$ cat config.mk
export PLATFORM = sky130hd
export DESIGN_NAME = load_store_unit
export DESIGN_NICKNAME = d
export VERILOG_FILES = /design/src/rtl/load_store_unit.sv
export SDC_FILE = /design/constraint.sdc
export NUM_CORES = 1
export LEC_CHECK = 0
export ABC_AREA = 1
export ABC_CLOCK_PERIOD_IN_PS = 4000
export BUFFER_PORTS_ARGS = -buffer_cell sky130_fd_sc_hd__buf_2
export CELL_PAD_IN_SITES_DETAIL_PLACEMENT = 1
export CELL_PAD_IN_SITES_GLOBAL_PLACEMENT = 1
export CORE_ASPECT_RATIO = 1.75
export CORE_MARGIN = 2
export CORE_UTILIZATION = 37
export CTS_CLUSTER_DIAMETER = 40
export DETAILED_ROUTE_END_ITERATION = 7
export GPL_TIMING_DRIVEN = 1
export HOLD_SLACK_MARGIN = 0.1
export PLACE_DENSITY_LB_ADDON = 0.1
export SYNTH_ARGS = -nofsm -noshare
export SYNTH_HDL_FRONTEND = slang
export SYNTH_SLANG_ARGS = --single-unit
$ cat constraint.sdc
create_clock -name clk_i -period 4 [get_ports clk_i]
set_clock_uncertainty 0.1 [all_clocks]
set_input_delay 0.4 -clock clk_i [delete_from_list [all_inputs] [get_ports clk_i]]
set_output_delay 0.4 -clock clk_i [all_outputs]
set_load 0.03 [all_outputs]
$ cat src/rtl/load_store_unit.sv
// load_store_unit: turns one byte/half/word load or store into a word-wide
// data-memory transaction. It drives byte enables and lane-replicated store
// data, then aligns and sign/zero-extends the load data for writeback.
//
// Ports:
//   clk_i, rst_ni                 clock (rising edge), async active-low reset
//   req_valid_i / req_ready_o     request handshake from execute
//   req_wen_i                     1 store, 0 load
//   req_size_i                    00 byte, 01 half, 10 word, 11 illegal
//   req_sign_i                    1 sign-extend load, 0 zero-extend
//   req_addr_i, req_wdata_i       byte address, store data
//   req_rd_i                      destination register, echoed on rsp_rd_o
//   mem_req_o / mem_gnt_i         memory request, held until granted
//   mem_we_o, mem_addr_o          write flag, word address
//   mem_be_o, mem_wdata_o         byte enables, lane-positioned write data
//   mem_rvalid_i, mem_rdata_i     read data return
//   rsp_valid_o / rsp_ready_i     response handshake to writeback
//   rsp_data_o, rsp_rd_o          extended load data (0 for stores/errors), rd
//   rsp_err_o                     misaligned or illegal size, no memory access
//
// Optional feature: define LSU_MISALIGNED_SPLIT_EN to turn misaligned half/word
// accesses into two word accesses instead of reporting an error.
module load_store_unit #(
  parameter int unsigned ADDRESS_BITS = 32
) (
  input  logic                    clk_i,
  input  logic                    rst_ni,
  input  logic                    req_valid_i,
  output logic                    req_ready_o,
  input  logic                    req_wen_i,
  input  logic [1:0]              req_size_i,
  input  logic                    req_sign_i,
  input  logic [ADDRESS_BITS-1:0] req_addr_i,
  input  logic [31:0]             req_wdata_i,
  input  logic [4:0]              req_rd_i,
  output logic                    mem_req_o,
  output logic                    mem_we_o,
  output logic [ADDRESS_BITS-3:0] mem_addr_o,
  output logic [3:0]              mem_be_o,
  output logic [31:0]             mem_wdata_o,
  input  logic                    mem_gnt_i,
  input  logic                    mem_rvalid_i,
  input  logic [31:0]             mem_rdata_i,
  output logic                    rsp_valid_o,
  input  logic                    rsp_ready_i,
  output logic [31:0]             rsp_data_o,
  output logic [4:0]              rsp_rd_o,
  output logic                    rsp_err_o
);

  localparam int unsigned MEM_AW = ADDRESS_BITS - 2;

  typedef enum logic [2:0] {
    S_IDLE,
    S_REQ,
    S_WAIT,
`ifdef LSU_MISALIGNED_SPLIT_EN
    S_REQ2,
    S_WAIT2,
`endif
    S_RESP
  } state_e;

  state_e            state_q, state_d;
  logic              req_ready_q, req_ready_d;
  logic              mem_req_q, mem_req_d;
  logic              mem_we_q, mem_we_d;
  logic [MEM_AW-1:0] mem_addr_q, mem_addr_d;
  logic [3:0]        mem_be_q, mem_be_d;
  logic [31:0]       mem_wdata_q, mem_wdata_d;
  logic              rsp_valid_q, rsp_valid_d;
  logic [31:0]       rsp_data_q, rsp_data_d;
  logic [4:0]        rsp_rd_q, rsp_rd_d;
  logic              rsp_err_q, rsp_err_d;
  logic [1:0]        size_q, size_d;
  logic              sign_q, sign_d;
  logic [1:0]        off_q, off_d;

  logic [1:0]        off_c;
  logic              misaligned_c;
  logic              illegal_c;
  logic [3:0]        be_lo_c;
  logic [31:0]       wd_lo_c;

`ifdef LSU_MISALIGNED_SPLIT_EN
  logic              split_q, split_d;
  logic [3:0]        be_hi_q, be_hi_d;
  logic [31:0]       wd_hi_q, wd_hi_d;
  logic [31:0]       rdata1_q, rdata1_d;
  logic [3:0]        mask_c;
  logic [7:0]        be64_c;
  logic [63:0]       wd64_c;
  logic [31:0]       merged_c;
`endif

  // Pick the addressed byte/half out of a read word and extend it to 32 bits.
  function automatic logic [31:0] extract(input logic [31:0] w, input logic [1:0] off,
                                          input logic [1:0] size, input logic sign);
    logic [7:0]  b;
    logic [15:0] h;
    b = w[{off, 3'b000} +: 8];
    h = off[1] ? w[31:16] : w[15:0];
    case (size)
      2'b00:   extract = sign ? {{24{b[7]}}, b} : {24'h0, b};
      2'b01:   extract = sign ? {{16{h[15]}}, h} : {16'h0, h};
      default: extract = w;
    endcase
  endfunction

  // Request decode: lane enables, store data placement, error classification.
  always_comb begin
    off_c        = req_addr_i[1:0];
    misaligned_c = ((req_size_i == 2'b01) && off_c[0]) ||
                   ((req_size_i == 2'b10) && (off_c != 2'b00));
    be_lo_c      = 4'b1111;
    wd_lo_c      = req_wdata_i;
    case (req_size_i)
      2'b00: begin
        be_lo_c = 4'b0001 << off_c;
        wd_lo_c = {4{req_wdata_i[7:0]}};
      end
      2'b01: begin
        be_lo_c = 4'b0011 << off_c;
        wd_lo_c = {2{req_wdata_i[15:0]}};
      end
      default: ;
    endcase
`ifdef LSU_MISALIGNED_SPLIT_EN
    illegal_c = (req_size_i == 2'b11);
    mask_c    = (req_size_i == 2'b01) ? 4'b0011 : 4'b1111;
    be64_c    = {4'b0000, mask_c} << off_c;
    wd64_c    = {32'h0, req_wdata_i} << {off_c, 3'b000};
    // Two-word read window shifted down so the access starts at lane 0.
    merged_c  = 32'({mem_rdata_i, rdata1_q} >> {off_q, 3'b000});
`else
    illegal_c = (req_size_i == 2'b11) || misaligned_c;
`endif
  end

  // Next-state and registered-output logic.
  always_comb begin
    state_d     = state_q;
    req_ready_d = req_ready_q;
    mem_req_d   = mem_req_q;
    mem_we_d    = mem_we_q;
    mem_addr_d  = mem_addr_q;
    mem_be_d    = mem_be_q;
    mem_wdata_d = mem_wdata_q;
    rsp_valid_d = rsp_valid_q;
    rsp_data_d  = rsp_data_q;
    rsp_rd_d    = rsp_rd_q;
    rsp_err_d   = rsp_err_q;
    size_d      = size_q;
    sign_d      = sign_q;
    off_d       = off_q;
`ifdef LSU_MISALIGNED_SPLIT_EN
    split_d     = split_q;
    be_hi_d     = be_hi_q;
    wd_hi_d     = wd_hi_q;
    rdata1_d    = rdata1_q;
`endif
    case (state_q)
      S_IDLE: begin
        if (req_valid_i && req_ready_q) begin
          req_ready_d = 1'b0;
          size_d      = req_size_i;
          sign_d      = req_sign_i;
          off_d       = off_c;
          rsp_rd_d    = req_rd_i;
          mem_we_d    = req_wen_i;
          if (illegal_c) begin
            state_d     = S_RESP;
            rsp_valid_d = 1'b1;
            rsp_err_d   = 1'b1;
            rsp_data_d  = '0;
          end else begin
            state_d     = S_REQ;
            mem_req_d   = 1'b1;
            mem_addr_d  = req_addr_i[ADDRESS_BITS-1:2];
            mem_be_d    = be_lo_c;
            mem_wdata_d = wd_lo_c;
`ifdef LSU_MISALIGNED_SPLIT_EN
            split_d     = misaligned_c;
            if (misaligned_c) begin
              mem_be_d    = be64_c[3:0];
              mem_wdata_d = wd64_c[31:0];
              be_hi_d     = be64_c[7:4];
              wd_hi_d     = wd64_c[63:32];
            end
`endif
          end
        end
      end
      S_REQ: begin
        if (mem_gnt_i) begin
          mem_req_d = 1'b0;
          if (!mem_we_q) begin
            state_d = S_WAIT;
`ifdef LSU_MISALIGNED_SPLIT_EN
          end else if (split_q) begin
            state_d     = S_REQ2;
            mem_req_d   = 1'b1;
            mem_addr_d  = mem_addr_q + MEM_AW'(1);
            mem_be_d    = be_hi_q;
            mem_wdata_d = wd_hi_q;
`endif
          end else begin
            state_d     = S_RESP;
            rsp_valid_d = 1'b1;
            rsp_err_d   = 1'b0;
            rsp_data_d  = '0;
          end
        end
      end
      S_WAIT: begin
        if (mem_rvalid_i) begin
`ifdef LSU_MISALIGNED_SPLIT_EN
          if (split_q) begin
            rdata1_d    = mem_rdata_i;
            state_d     = S_REQ2;
            mem_req_d   = 1'b1;
            mem_addr_d  = mem_addr_q + MEM_AW'(1);
            mem_be_d    = be_hi_q;
            mem_wdata_d = wd_hi_q;
          end else
`endif
          begin
            state_d     = S_RESP;
            rsp_valid_d = 1'b1;
            rsp_err_d   = 1'b0;
            rsp_data_d  = extract(mem_rdata_i, off_q, size_q, sign_q);
          end
        end
      end
`ifdef LSU_MISALIGNED_SPLIT_EN
      S_REQ2: begin
        if (mem_gnt_i) begin
          mem_req_d = 1'b0;
          if (mem_we_q) begin
            state_d     = S_RESP;
            rsp_valid_d = 1'b1;
            rsp_err_d   = 1'b0;
            rsp_data_d  = '0;
          end else begin
            state_d = S_WAIT2;
          end
        end
      end
      S_WAIT2: begin
        if (mem_rvalid_i) begin
          state_d     = S_RESP;
          rsp_valid_d = 1'b1;
          rsp_err_d   = 1'b0;
          rsp_data_d  = extract(merged_c, 2'b00, size_q, sign_q);
        end
      end
`endif
      S_RESP: begin
        if (rsp_ready_i) begin
          state_d     = S_IDLE;
          rsp_valid_d = 1'b0;
          rsp_err_d   = 1'b0;
          req_ready_d = 1'b1;
        end
      end
      default: begin
        state_d     = S_IDLE;
        req_ready_d = 1'b1;
        mem_req_d   = 1'b0;
        rsp_valid_d = 1'b0;
      end
    endcase
  end

  // State and output registers.
  always_ff @(posedge clk_i or negedge rst_ni) begin
    if (!rst_ni) begin
      state_q     <= S_IDLE;
      req_ready_q <= 1'b1;
      mem_req_q   <= 1'b0;
      mem_we_q    <= 1'b0;
      mem_addr_q  <= '0;
      mem_be_q    <= '0;
      mem_wdata_q <= '0;
      rsp_valid_q <= 1'b0;
      rsp_data_q  <= '0;
      rsp_rd_q    <= '0;
      rsp_err_q   <= 1'b0;
      size_q      <= '0;
      sign_q      <= 1'b0;
      off_q       <= '0;
`ifdef LSU_MISALIGNED_SPLIT_EN
      split_q     <= 1'b0;
      be_hi_q     <= '0;
      wd_hi_q     <= '0;
      rdata1_q    <= '0;
`endif
    end else begin
      state_q     <= state_d;
      req_ready_q <= req_ready_d;
      mem_req_q   <= mem_req_d;
      mem_we_q    <= mem_we_d;
      mem_addr_q  <= mem_addr_d;
      mem_be_q    <= mem_be_d;
      mem_wdata_q <= mem_wdata_d;
      rsp_valid_q <= rsp_valid_d;
      rsp_data_q  <= rsp_data_d;
      rsp_rd_q    <= rsp_rd_d;
      rsp_err_q   <= rsp_err_d;
      size_q      <= size_d;
      sign_q      <= sign_d;
      off_q       <= off_d;
`ifdef LSU_MISALIGNED_SPLIT_EN
      split_q     <= split_d;
      be_hi_q     <= be_hi_d;
      wd_hi_q     <= wd_hi_d;
      rdata1_q    <= rdata1_d;
`endif
    end
  end

  assign req_ready_o = req_ready_q;
  assign mem_req_o   = mem_req_q;
  assign mem_we_o    = mem_we_q;
  assign mem_addr_o  = mem_addr_q;
  assign mem_be_o    = mem_be_q;
  assign mem_wdata_o = mem_wdata_q;
  assign rsp_valid_o = rsp_valid_q;
  assign rsp_data_o  = rsp_data_q;
  assign rsp_rd_o    = rsp_rd_q;
  assign rsp_err_o   = rsp_err_q;

endmodule
==> impl_results.md <==
* Run status: completed
* Worst skew pair latency at 0.41 ns
* Area grow syn2layout at 37.5%
* Post-synth EDFFs at 0
* Crit path time final at 2.54 ns
* M2 GR Usage at 43.5%
* Clock Path Buffers at 2
* CP Class: input pin to register
* Final setup viols at 0
* Antenna-violating nets left at 0
* Post-CTS sizing at 0
* Grt total ovfl at 0
* CP Launch Type: input pin
* Yosys Warn Count at 0
* Data arrival time of the critical path at 2.79 ns
* Syn Inst Count at 713
* Hpwl dp at 13000 µm
* F_max at 0.394 GHz
* PD cells at 858 mW/mm²
* RSZ-0062 raised after global routing: false
* Multiplexer share of the synthesized area at 1.23%
* Synth Area in Compound Gates at 6.90%
* Row cnt at 59
* Final count of pins violating max slew at 0
* Register area at 0.00288 mm²
* CTS tree: done
* Largest net degree at the start of global routing at 77
* Die width at 96.3 µm
* H-Tree Depth at 4
* Share of cells above drive strength 1 at 29.9%
* Static leakage at 4.29 nW
* VDD IR-drop max at 0.000335 V
* Setup crit end kind: register
* WL final at 18600 µm
* Leading register cell type out of synthesis: dfrtp_1
* I/O Pins at 219
* Hold Fails Final Rpt at 0
* Async SR Flop Fraction at 100%
* HP Class: input pin to register
* CTS Root Cell: clkbuf_16
* Vias in the first global route at 6110
* Met1 Usage GRT at 26.5%
* Largest family of logic cells by synthesized area: simple AND/OR/NAND/NOR gates
* Sequential-to-total area share from yosys stat at 52.2%
* Post-synthesis simple-gate area fraction at 33.8%
* Nets@finish at 1066
* Placer Congestion at 0.828
* Critical-path maximum fanout at 32
* Global routing's busiest layer: met2
* Pwr Total at 6.50 mW
* GRT met3 Usage at 6.17%
* Reg2Reg Setup Slack at 1.54 ns
* Most frequent cells in the layout: nand2_1 (335), buf_2 (217), dfrtp_1 (114)
* Routed length per instance at 16.2 µm
* CTS Buf Count at 17
* DRC viols at 0
* I/O Buffers at 218
* First-pass GRT wire length at 29800 µm
* Setup tns final at 0 ns
* Yosys top cell by area: dfrtp_1
* Fillers at 1856
* Multi-input gate area at 0.00237 mm²
* Initial DRC Count at 129
* Synth Area in XOR/XNOR at 0%
* Fin util at 51.6%
* Worst Path Required at 4.25 ns
* Area share of the largest cell type after synthesis at 51.8%
* CTS clk-pin slew, worst paths at 0.06 ns
* Synth Register Bits at 115
* Initial antenna violation count at 1
* Fin crit share at 63.5%
* Top post-synthesis cells by area: dfrtp_1 (52%), nand2_1 (23%), nor2_1 (5.2%)
* Initial DRT Pass Iterations at 4
* Yosys cell types at 29
* All-Layer GR Usage at 24.5%
* Vias at 5539
* Clock sink count at 115
* Die Height at 165 µm
* Initial Utilization at 37.5%
* Most common cell after layout, fill and taps aside: nand2_1
* Syn_area_per_cell at 7.73 µm²
* Max Cap Viol at 0
* Syn_nets at 829
* Via/cell ratio at 4.82
* Relative slew slack at 38.2%
* Die ar. at 0.0159 mm²
* Synth Area in Adders at 1.14%
* Core area at 0.0147 mm²
* Hold Worst Slack at 0.111 ns
* Synthesized area at 0.00551 mm²
* Slew at the pin closest to its max-slew limit at 0.925 ns
cell usage after synthesis, types with 3 or more instances:
master and n:
a21oi_1 26, inv_1 14, nand2_1 335, clkbuf_1 13, o21ai_0 39, ha_1 5, inv_2 3, nor2_1 76
dfrtp_1 114, buf_2 15, nand2_2 15, buf_4 5, a31oi_1 8, nand3_1 24, mux2_2 6
cells by family (layout without fill, tap and decap cells):
kind of cell | count (synthesis) | after routing
flip-flops | 115 | 115
buffers and inverters | 53 | 303
AND/OR/NAND/NOR | 460 | 460
multiplexers | 6 | 6
adder cells (fa/ha/maj) | 5 | 5
AO/OA/AOI/OAI | 74 | 74
other | 0 | 2
report_power, final:
group,switching [mW],internal [mW]
combinational,2.18,0.856
clock,0.594,0.920
sequential,0.308,1.65
total,3.08,3.42
flip-flops by register name (all words and copies together) (netlist names), 2 cells and up:
name / count
mem_be_o: 4
rsp_data_o: 32
state_q: 2
mem_addr_o: 30
size_q: 2
rsp_rd_o: 5
mem_wdata_o: 32
off_q: 2
routing by layer:
| layer | vias to the layer above | routed length (µm) |
|---|---|---|
| li1 | 2707 | - |
| met1 | 2608 | 7010 |
| met2 | 180 | 9920 |
| met3 | 44 | 1010 |
| met4 | 0 | 685 |
| met5 | - | 0 |
critical path: stages:
cell	delay, ns
buf_2	0.43
inv_1	0.45
nand2_1	0.20
nand2_1	0.15
nand2_2	0.13
nand3_2	0.53
nor2_1	0.34
nand2_2	0.07
nand2_1	0.06
stage by stage:
stage,worst slack (ns),instances,area [µm²]
global route,1.17,1147,7570
finish,1.46,1148,7580
global placement,1.17,1083,6680
detailed placement,1.05,1083,6680
CTS,1.48,1146,7570
floorplan,2.27,713,5510
layout make-up:
class / instances / area share, %
Antenna cell: 2 / 0.0661
Clock buffer: 17 / 5.62
Clock inverter: 15 / 2.10
Inverter: 18 / 0.958
Multi-Input combinational cell: 545 / 31.3
Sequential cell: 115 / 38.0
Tap cell: 183 / 3.02
Timing Repair Buffer: 253 / 18.9
final timing paths:
check,from,end,cells after the start
max,req_size_i[1],rsp_data_o[18]$_DFFE_PN0P_,9
min,req_addr_i[6],mem_addr_o[4]$_DFFE_PN0P_,3
max reg2reg,state_q[1]$_DFFE_PN0P_,mem_wdata_o[16]$_DFFE_PN0P_,7
min reg2reg,mem_wdata_o[4]$_DFFE_PN0P_,mem_wdata_o[4]$_DFFE_PN0P_,2
max in group asynchronous,rst_ni,mem_wdata_o[10]$_DFFE_PN0P_,3
min in group asynchronous,rst_ni,rsp_valid_o$_DFFE_PN0P_,2
timing repair:
item / 4_1_cts / 5_1_grt
buffers inserted: 0 / 0
hold buffers: 31 / 0
hold endpoints to repair: 94 / 0
(Power assumes the default switching activity.)
